===== src/rtl/clk_tick_gen_if.sv =====
// Bus interface for clk_tick_gen: mode/step control, divisor load port and
// the tick, square-wave and counter outputs. The controller side uses
// the master modport and clk_tick_gen uses the slave modport.
interface clk_tick_gen_if #(
    parameter int DIV_W      = 32,
    parameter int TICK_CNT_W = 16
);
    logic [1:0]            mode;
    logic                  step;
    logic [DIV_W-1:0]      div_in;
    logic                  div_load;
    logic                  div_pending;
    logic                  tick;
    logic                  clk_sq;
    logic [DIV_W-1:0]      cnt;
    logic [TICK_CNT_W-1:0] tick_count;

    modport master (
        output mode, step, div_in, div_load,
        input  div_pending, tick, clk_sq, cnt, tick_count
    );

    modport slave (
        input  mode, step, div_in, div_load,
        output div_pending, tick, clk_sq, cnt, tick_count
    );
endinterface


===== src/rtl/clk_tick_gen.sv =====
// clk_tick_gen: programmable clock-enable generator with a runtime-loadable
// divisor, HALT/RUN/STEP modes and a wrapping tick counter.
// Optional macro STEP_SYNC_EN: when defined, `step` passes a 2-flop
// synchroniser and a debouncer before edge detection; when undefined,
// `step` is treated as synchronous to clk.
module clk_tick_gen #(
    parameter int DIV_W           = 32,
    parameter int DEFAULT_DIV     = 10000000,
    parameter int TICK_CNT_W      = 16,
    parameter int DEBOUNCE_CYCLES = 500000
) (
    input  logic          clk,
    input  logic          reset,
    clk_tick_gen_if.slave bus
);

    typedef enum logic [1:0] {
        MODE_HALT = 2'b00,
        MODE_RUN  = 2'b01,
        MODE_STEP = 2'b10,
        MODE_RSVD = 2'b11
    } mode_e;

    localparam logic [DIV_W-1:0] DEFAULT_DIV_C = DIV_W'(DEFAULT_DIV);

    // Reject divisor/debounce settings that would break the counter logic.
    if (DEFAULT_DIV < 1 || DEBOUNCE_CYCLES < 1) begin : g_bad_param
        $error("clk_tick_gen: DEFAULT_DIV and DEBOUNCE_CYCLES must be >= 1");
    end

    // Divider state
    logic [DIV_W-1:0]      cnt_q, cnt_d;
    logic [DIV_W-1:0]      div_active_q, div_active_d;
    logic [DIV_W-1:0]      div_pend_val_q, div_pend_val_d;
    logic                  pending_q, pending_d;
    logic                  tick_q, tick_d;
    logic                  clk_sq_q, clk_sq_d;
    logic [TICK_CNT_W-1:0] tick_count_q, tick_count_d;

    // Step edge detection
    logic step_lvl;
    logic step_prev_q;
    logic step_rise;

`ifdef STEP_SYNC_EN
    localparam int DB_W = (DEBOUNCE_CYCLES > 1) ? $clog2(DEBOUNCE_CYCLES) : 1;

    logic [1:0]      sync_q;
    logic [DB_W-1:0] db_cnt_q;
    logic            db_level_q;

    // Synchronise step, then accept a new level only after it has been stable long enough.
    always_ff @(posedge clk) begin
        if (reset) begin
            sync_q     <= '0;
            db_cnt_q   <= '0;
            db_level_q <= 1'b0;
        end else begin
            sync_q <= {sync_q[0], bus.step};
            if (sync_q[1] == db_level_q) begin
                db_cnt_q <= '0;
            end else if (db_cnt_q == DB_W'(DEBOUNCE_CYCLES - 1)) begin
                db_level_q <= sync_q[1];
                db_cnt_q   <= '0;
            end else begin
                db_cnt_q <= db_cnt_q + 1'b1;
            end
        end
    end

    assign step_lvl = db_level_q;
`else
    assign step_lvl = bus.step;
`endif

    assign step_rise = step_lvl & ~step_prev_q;

    // Next-state logic for counter, divisor, tick and square wave.
    always_comb begin
        logic [DIV_W-1:0] load_val;
        logic             wrap;

        // NOTE: every variable gets a default before any branch so no latch is inferred;
        // combinational logic uses blocking '=' while the flops below use '<='.
        cnt_d          = cnt_q;
        div_active_d   = div_active_q;
        div_pend_val_d = div_pend_val_q;
        pending_d      = pending_q;
        tick_d         = 1'b0;
        clk_sq_d       = clk_sq_q;

        // A zero divisor would never wrap, so it is stored as 1.
        load_val = (bus.div_in == '0) ? DIV_W'(1) : bus.div_in;
        // '>=' keeps cnt bounded even if the divisor ever shrank under it.
        wrap     = (cnt_q >= div_active_q - 1'b1);

        if (bus.div_load) begin
            div_pend_val_d = load_val;
            pending_d      = 1'b1;
        end

        case (mode_e'(bus.mode))
            MODE_RUN: begin
                if (wrap) begin
                    cnt_d  = '0;
                    tick_d = 1'b1;
                    // A load arriving on the wrap edge beats the older pending value.
                    if (bus.div_load) begin
                        div_active_d = load_val;
                        pending_d    = 1'b0;
                    end else if (pending_q) begin
                        div_active_d = div_pend_val_q;
                        pending_d    = 1'b0;
                    end
                end else begin
                    cnt_d = cnt_q + 1'b1;
                end
                // High phase is the first ceil(div/2) counts, matching the registered cnt.
                clk_sq_d = ({1'b0, cnt_d} < (({1'b0, div_active_d} + 1'b1) >> 1));
            end

            MODE_STEP: begin
                cnt_d    = '0;
                tick_d   = step_rise;
                clk_sq_d = step_rise;
                if (pending_q) begin
                    div_active_d = div_pend_val_q;
                    pending_d    = bus.div_load;
                end
            end

            default: begin
                // HALT and reserved: freeze, but a waiting divisor is applied immediately.
                if (pending_q) begin
                    div_active_d = div_pend_val_q;
                    pending_d    = bus.div_load;
                    cnt_d        = '0;
                    clk_sq_d     = 1'b1;
                end
            end
        endcase

        tick_count_d = tick_count_q + (tick_d ? TICK_CNT_W'(1) : TICK_CNT_W'(0));
    end

    // State registers with synchronous reset that overrides every input.
    always_ff @(posedge clk) begin
        if (reset) begin
            cnt_q          <= '0;
            div_active_q   <= DEFAULT_DIV_C;
            div_pend_val_q <= '0;
            pending_q      <= 1'b0;
            tick_q         <= 1'b0;
            clk_sq_q       <= 1'b1;
            tick_count_q   <= '0;
            step_prev_q    <= 1'b0;
        end else begin
            cnt_q          <= cnt_d;
            div_active_q   <= div_active_d;
            div_pend_val_q <= div_pend_val_d;
            pending_q      <= pending_d;
            tick_q         <= tick_d;
            clk_sq_q       <= clk_sq_d;
            tick_count_q   <= tick_count_d;
            // Edge register tracks step in every mode so a level held across a mode change is not an edge.
            step_prev_q    <= step_lvl;
        end
    end

    assign bus.cnt         = cnt_q;
    assign bus.tick        = tick_q;
    assign bus.clk_sq      = clk_sq_q;
    assign bus.div_pending = pending_q;
    assign bus.tick_count  = tick_count_q;

endmodule

===== src/flat_wrapper.sv =====
// flat-port wrapper written by rule: the top's interface ports become plain ports
module clk_tick_gen_flat 
#(
    parameter int DIV_W           = 32,
    parameter int DEFAULT_DIV     = 10000000,
    parameter int TICK_CNT_W      = 16,
    parameter int DEBOUNCE_CYCLES = 500000
)
  (clk, reset, bus_mode, bus_step, bus_div_in, bus_div_load, bus_div_pending, bus_tick, bus_clk_sq, bus_cnt, bus_tick_count);
  clk_tick_gen_if #(.DIV_W(DIV_W), .TICK_CNT_W(TICK_CNT_W)) bus_i ();
  input  logic clk;
  input  logic reset;
  input wire logic [$bits(bus_i.mode)-1:0] bus_mode;
  input wire logic [$bits(bus_i.step)-1:0] bus_step;
  input wire logic [$bits(bus_i.div_in)-1:0] bus_div_in;
  input wire logic [$bits(bus_i.div_load)-1:0] bus_div_load;
  output wire logic [$bits(bus_i.div_pending)-1:0] bus_div_pending;
  output wire logic [$bits(bus_i.tick)-1:0] bus_tick;
  output wire logic [$bits(bus_i.clk_sq)-1:0] bus_clk_sq;
  output wire logic [$bits(bus_i.cnt)-1:0] bus_cnt;
  output wire logic [$bits(bus_i.tick_count)-1:0] bus_tick_count;
  assign bus_i.mode = bus_mode;
  assign bus_i.step = bus_step;
  assign bus_i.div_in = bus_div_in;
  assign bus_i.div_load = bus_div_load;
  assign bus_div_pending = bus_i.div_pending;
  assign bus_tick = bus_i.tick;
  assign bus_clk_sq = bus_i.clk_sq;
  assign bus_cnt = bus_i.cnt;
  assign bus_tick_count = bus_i.tick_count;
  clk_tick_gen #(.DIV_W(DIV_W), .DEFAULT_DIV(DEFAULT_DIV), .TICK_CNT_W(TICK_CNT_W), .DEBOUNCE_CYCLES(DEBOUNCE_CYCLES)) u_core (.clk(clk), .reset(reset), .bus(bus_i));
endmodule

===== config.mk =====
export PLATFORM = sky130hd
export DESIGN_NAME = clk_tick_gen_flat
export DESIGN_NICKNAME = d
export VERILOG_FILES = /design/src/rtl/clk_tick_gen_if.sv /design/src/rtl/clk_tick_gen.sv /design/src/flat_wrapper.sv
export SDC_FILE = /design/constraint.sdc
export NUM_CORES = 1
export LEC_CHECK = 0
export BUFFER_PORTS_ARGS = -buffer_cell sky130_fd_sc_hd__buf_2
export CAP_MARGIN = 20
export CORE_UTILIZATION = 40
export DETAILED_ROUTE_END_ITERATION = 7
export PLACE_DENSITY_LB_ADDON = 0.15
export REMOVE_ABC_BUFFERS = 1
export SETUP_SLACK_MARGIN = 0.5
export SYNTH_ARGS = -nofsm -noshare
export SYNTH_HDL_FRONTEND = slang
export SYNTH_SLANG_ARGS = --single-unit

===== constraint.sdc =====
create_clock -name clk -period 7.6 [get_ports clk]
set_input_delay 0.76 -clock clk [delete_from_list [all_inputs] [get_ports clk]]
set_output_delay 0.76 -clock clk [all_outputs]
set_load 0.01 [all_outputs]

==> impl_metrics.csv, run 1 <==
group,metric,value,unit
clock_tree,insertion_delay,0.42,ns
routing,vias,9803,
floorplan,die_width,157,um
floorplan,core-area,23500,um^2
placement,finalWeightedCongestion,0.937,
yosys,syn_inst,1294,
timing,setup-tns-final,0,ns
yosys,ys_types,69,
clock_tree,cts_tree,"yes",
floorplan,io_pins,89,
yosys,syn-cell-area,9590,um^2
timing,rsz0062_at_grt,"yes",
floorplan,start_util,0.408,
cells_and_area,mostFrequentLayoutCells,"nand2_1, nor2_1, dfxtp_1, a21oi_1, buf_2",
routing,first_iter_violations,721,
cells_and_area,area_delta_synth_final,19.1,%
power_and_ir_drop,p_leak,4.81,nW
global_routing,grt_pass1_vias,9252,
placement,pre_cts_ws,-0.424,ns
floorplan,die_area,24600,um^2
global_routing,grtUsageTotal,0.271,
yosys,yosys_warnings,0,
yosys,synth-async-reset-ratio,0,
floorplan,fp.dieH,157,um
setup_path,critPathMaxStageDelay,0.53,ns
yosys,synth_edf_count,0,
global_routing,grt_pass1_wl,51300,um
yosys,syn_avg_cell_area,7.41,um^2
setup_path,worst-path-buf-inv,2,
setup_path,crit_fanout,4,
clock_tree,cts_sinks,116,
setup_path,startpoint_type,"flop",
clock_tree,clk_pin_slew,0.07,ns
setup_path,critPathKind,"reg -> reg",
cells_and_area,utilization,0.487,
routing,drc_errors,0,
timing,setup_viol,0,
cells_and_area,diodes,0,
min_path,hp-class,"reg -> reg",
timing,clock_skew,0.00888,ns
cells_and_area,fillers,2371,
status,status,"finished clean",
timing,period_needed,7.30,ns
setup_path,slowest_stage,"or4_4",
cells_and_area,layout_commonest_cell,"nand2_1",
setup_path,required,7.90,ns
power_and_ir_drop,peakVddDrop,0.132,mV
routing,viasPerCell,5.69,
clock_tree,clock_path_buffers,2,
clock_tree,holdBufCountCts,0,
yosys,ys_seq_area_frac,0.242,
yosys,ys_ff_latch,116,
timing,finalMaxSlewViolations,0,
setup_path,critical_path.top_delay_family,"simple AND/OR/NAND/NOR gates",
placement,port_buffers,88,
power_and_ir_drop,powerDensity,165,nW/um^2
setup_path,critPathArrivalTime,7.59,ns
flow_run,cap_violations,0,
timing,worst_slew_pin_slew,1.01,ns
cells_and_area,fin_area,11400,um^2
placement,postPlaceCellArea,10600,um^2
global_routing,antenna_found_initial,0,
yosys,synthFlopType,"dfxtp_1",
global_routing,grt_overflow,0,
clock_tree,cts.htree.levels,4,
clock_tree,root_buffer,"clkbuf_16",
cells_and_area,finalNetCount,1498,
timing,hold_viol,0,
timing,setup_slack,0.304,ns
floorplan,rows,56,
clock_tree,cts_buffers,17,
routing,ant_nets,0,
timing,max_freq,137,MHz
timing,relSlewSlack,0.322,
routing,drt-total-wl,32300,um
setup_path,end_kind,"flop",
routing,first_pass_iters,5,
cells_and_area,drive_above_1_share,0.174,
global_routing,grt_max_degree,78,
routing,routedWlPerCell,18.7,um
timing,period_share,0.960,
placement,dp_hpwl,23800,um
worst reg2reg max path: cells and delay by family, from the launching register on:
kind / cells / cell delay, ns
flops: 1 / 0.33
xor+xnor: 1 / 0.15
buf+inv: 2 / 0.32
simple gates: 17 / 3.37
compound gates: 10 / 2.12
fa+ha+maj: 3 / 0.87
registers in the layout, summed over array words and instances (netlist names):
signal and count:
u_core.bus.tick 1, u_core.step_prev_q 1, u_core.bus.div_pending 1, u_core.bus.clk_sq 1, u_core.bus.tick_count 16, u_core.bus.cnt 32
u_core.div_active_q 32, u_core.div_pend_val_q 32
area by class of cell:
class	count	area (um^2)	share of cell area
clock buffers	17	425	0.0373
well taps	319	399	0.0350
flip-flops and latches	116	2320	0.204
clock inverters	15	196	0.0172
multi-input cells	1073	6970	0.611
repair buffers	169	1050	0.0920
inverters	13	48.8	0.00427
path summary, 6_finish.rpt:
| kind | from | cells past startpoint | to | slack [ns] |
|---|---|---|---|---|
| worst max-delay path | u_core.div_active_q[2]$_SDFF_PP0_ | 33 | u_core.bus.clk_sq$_SDFFE_PP1P_ | 0.30 |
| worst max register to register | u_core.div_active_q[2]$_SDFF_PP0_ | 33 | u_core.bus.clk_sq$_SDFFE_PP1P_ | 0.30 |
| worst min-delay path | u_core.div_pend_val_q[31]$_SDFFE_PP0P_ | 2 | u_core.div_pend_val_q[31]$_SDFFE_PP0P_ | 0.48 |
| worst min register to register | u_core.div_pend_val_q[31]$_SDFFE_PP0P_ | 2 | u_core.div_pend_val_q[31]$_SDFFE_PP0P_ | 0.48 |
layer usage:
layer | track usage | share of wire | vias to the layer above
met4 | 0.0859 | 0.023 | 0
met2 | 0.408 | 0.43 | 345
met3 | 0.0515 | 0.068 | 44
li1 | - | - | 4850
met1 | 0.385 | 0.48 | 4564
met5 | 0 | 0 | -
cells in the mapped netlist (4+ instances only):
| cell | count | area [um^2] |
|---|---|---|
| a31oi_1 | 6 | 37.5 |
| nand2_1 | 161 | 604 |
| or3_1 | 9 | 56.3 |
| o22ai_1 | 5 | 31.3 |
| or4_1 | 4 | 30.0 |
| nand3b_1 | 14 | 105 |
| mux2i_1 | 35 | 350 |
| and3_1 | 28 | 175 |
| a221oi_1 | 10 | 87.6 |
| o21ai_1 | 9 | 45.0 |
| buf_1 | 12 | 45.0 |
| o21ai_0 | 57 | 285 |
| xor2_1 | 60 | 526 |
| nor2b_1 | 19 | 119 |
| nand2b_1 | 9 | 56.3 |
| and2_1 | 7 | 43.8 |
| nor2_1 | 155 | 582 |
| buf_2 | 19 | 95.1 |
| nand3_1 | 41 | 205 |
| a211oi_1 | 15 | 113 |
| ha_1 | 70 | 876 |
| a2111oi_0 | 11 | 96.3 |
| nand4_1 | 36 | 225 |
| a21o_1 | 19 | 143 |
| a21oi_1 | 110 | 551 |
| o21a_1 | 13 | 97.6 |
| a211o_1 | 5 | 43.8 |
| dfxtp_1 | 116 | 2320 |
| nor3_1 | 23 | 115 |
| nor4_1 | 26 | 163 |
| xnor2_1 | 52 | 455 |
| and4_1 | 8 | 70.1 |
| clkbuf_1 | 55 | 206 |
| o211ai_1 | 10 | 75.1 |
| inv_1 | 13 | 48.8 |
metrics by stage:
step / power [mW] / hold slack, ns / cells
floorplan: 0.861 / 0.439 / 1202
global placement: 1.00 / 0.455 / 1680
detailed placement: 1.01 / 0.459 / 1680
CTS: 1.89 / 0.477 / 1718
global route: 1.96 / 0.497 / 1722
finish: 1.88 / 0.478 / 1722
power by group:
part	leakage, nW	switching (mW)	internal (mW)
registers	0.949	0.0261	0.634
logic	3.56	0.215	0.134
clock network	0.301	0.348	0.526
cells by family (layout without fill, tap and decap cells):
family / after synthesis / count (layout) / share of synthesized area
flip-flops: 116 / 116 / 0.242
AO/OA/AOI/OAI: 302 / 302 / 0.197
buffers and inverters: 105 / 214 / 0.0488
XOR/XNOR: 112 / 112 / 0.102
AND/OR/NAND/NOR: 551 / 551 / 0.279
adder cells (fa/ha/maj): 70 / 70 / 0.0913
multiplexers: 38 / 38 / 0.0401
timing repair:
action	in CTS	in global routing
gates resized for setup	21	10
setup endpoints to repair	1	1
pin swaps	20	18
buffers inserted	6	4
Note: power is estimated with default switching activity, not from simulation.
==> inputs of run 2 (changes only) <==
==> constraint.sdc (replaced) <==
create_clock -name clk -period 7.6 [get_ports clk]
set_input_delay 0 -clock clk [delete_from_list [all_inputs] [get_ports clk]]
set_output_delay 0 -clock clk [all_outputs]
set_load 0.01 [all_outputs]
==> impl_metrics.csv, run 2 (same netlist as run 1, synthesis figures left out) <==
group,metric,value,unit
status,status,"finished clean",
floorplan,die_width,157,um
power_and_ir_drop,powerDensity,163,nW/um^2
cells_and_area,area_delta_synth_final,23.4,%
power_and_ir_drop,p_int,1.34,mW
setup_path,required,7.90,ns
setup_path,critPathKind,"reg -> reg",
clock_tree,clock_path_buffers,2,
floorplan,fp.dieH,157,um
routing,vias,10037,
timing,hold_viol,0,
setup_path,critPathMaxStageDelay,0.53,ns
timing,period_needed,7.36,ns
cells_and_area,diodes,0,
flow_run,cap_violations,0,
global_routing,grt_overflow,0,
timing,finalMaxSlewViolations,0,
routing,first_pass_iters,6,
routing,drt-total-wl,33000,um
cells_and_area,fillers,2366,
clock_tree,cts.htree.levels,4,
timing,hold_slack,0.0727,ns
setup_path,crit_fanout,4,
timing,clock_skew,0.00732,ns
power_and_ir_drop,power_frac_comb,0.192,
clock_tree,cts_buffers,17,
floorplan,rows,56,
floorplan,start_util,0.408,
routing,routedWlPerCell,18.8,um
placement,postPlaceCellArea,10500,um^2
setup_path,critical_path.top_delay_family,"simple AND/OR/NAND/NOR gates",
setup_path,end_kind,"flop",
setup_path,critPathArrivalTime,7.66,ns
routing,ant_nets,0,
timing,setup-tns-final,0,ns
clock_tree,cts_tree,"yes",
global_routing,grtUsageTotal,0.271,
setup_path,timing.rr.end,"u_core.bus.clk_sq$_SDFFE_PP1P_",
clock_tree,clk_pin_slew,0.06,ns
setup_path,slowest_stage,"or4_4",
global_routing,grt_pass1_vias,9296,
power_and_ir_drop,swShare,0.303,
setup_path,r2r_start,"u_core.div_active_q[5]$_SDFF_PP0_",
min_path,min_path_cells,3,
floorplan,io_pins,89,
cells_and_area,utilization,0.504,
timing,period_share,0.968,
timing,relSlewSlack,0.295,
floorplan,die_area,24600,um^2
global_routing,grt_pass1_wl,51600,um
setup_path,r2r_slack,0.24,ns
placement,dp_hpwl,23700,um
timing,setup_viol,0,
power_and_ir_drop,p_leak,4.98,nW
clock_tree,insertion_delay,0.43,ns
power_and_ir_drop,peakVddDrop,0.136,mV
clock_tree,root_buffer,"clkbuf_16",
setup_path,ff2ff_path_depth,34,
global_routing,antenna_found_initial,0,
timing,max_freq,136,MHz
power_and_ir_drop,p_seq_frac,0.343,
cells_and_area,drive_above_1_share,0.177,
setup_path,worst-path-buf-inv,3,
routing,viasPerCell,5.71,
min_path,hold_end,"u_core.div_pend_val_q[0]$_SDFFE_PP0P_",
timing,worst_slew_pin_slew,1.06,ns
setup_path,startpoint_type,"flop",
routing,first_iter_violations,768,
floorplan,core-area,23500,um^2
cells_and_area,finalNetCount,1533,
power_and_ir_drop,pwr-share-clk,0.465,
placement,finalWeightedCongestion,0.925,
placement,port_buffers,88,
timing,rsz0062_at_grt,"yes",
clock_tree,cts_sinks,116,
routing,drc_errors,0,
power_and_ir_drop,p_switching,584,uW
cells_and_area,fin_area,11800,um^2
cells_and_area,mostFrequentLayoutCells,"nor2_1, nand2_1, dfxtp_1, a21oi_1, buf_2",
min_path,min_from,"bus_div_in[0]",
global_routing,grt_max_degree,78,
min_path,hp-class,"in -> reg",
[run 2: worst max-delay path by stage]
stage,start,slack (ns),to,depth (start not counted)
3_5_place_dp,u_core.div_active_q[5]$_SDFF_PP0_,-0.37,u_core.bus.clk_sq$_SDFFE_PP1P_,33
4_1_cts,u_core.div_active_q[2]$_SDFF_PP0_,0.49,u_core.bus.clk_sq$_SDFFE_PP1P_,34
2_1_floorplan,u_core.div_active_q[5]$_SDFF_PP0_,-0.94,u_core.bus.clk_sq$_SDFFE_PP1P_,30
5_1_grt,u_core.div_active_q[5]$_SDFF_PP0_,-0.15,u_core.bus.clk_sq$_SDFFE_PP1P_,35
6_report,u_core.div_active_q[5]$_SDFF_PP0_,0.24,u_core.bus.clk_sq$_SDFFE_PP1P_,34
3_3_place_gp,u_core.div_active_q[5]$_SDFF_PP0_,-0.18,u_core.bus.clk_sq$_SDFFE_PP1P_,33
[run 2: layout make-up]
class / count / area, um^2 / area share
clock inverter: 14 / 201 / 0.0170
timing repair buffer: 204 / 1400 / 0.119
sequential: 116 / 2330 / 0.197
tap: 319 / 399 / 0.0337
multi-input combinational: 1073 / 7010 / 0.593
clock buffer: 18 / 439 / 0.0371
inverter: 13 / 48.8 / 0.00413
[run 2: layer usage]
layer  track usage  share of wire  vias to the layer above
met2         0.422           0.45                      342
met1         0.387           0.47                     4747
met4        0.0803          0.018                        0
met3        0.0332          0.059                       44
met5             0              0                        -
li1              -              -                     4904
[run 2: what timing repair did]
action,in CTS,in global routing
pin swaps,26,23
endpoints found under the setup margin,1,1
buffers inserted,8,6
resized for setup,28,17
cloned,0,0
hold buffers,33,0
hold endpoints to repair,35,0
[run 2: worst min-delay path, cell delays in order]
cell      delay [ns]
buf_2           0.17
nor2b_1         0.11
a211oi_1        0.17
[run 2: power by group through the flow]
stage / sequential, mW / clock, mW / combinational (mW)
finish: 0.661 / 0.897 / 0.370
global route: 0.664 / 0.933 / 0.403
CTS: 0.659 / 0.907 / 0.359
detailed placement: 0.671 / 0 / 0.335
global placement: 0.671 / 0 / 0.332
floorplan: 0.681 / 0 / 0.180
[run 2: metrics by stage]
step	power [mW]	instances	setup WS [ns]
after detailed placement	1.01	1678	-0.374
after floorplan	0.861	1202	-0.943
after global routing	2.00	1757	-0.147
after CTS	1.93	1751	0.488
final	1.93	1757	0.241
after global placement	1.00	1678	-0.180
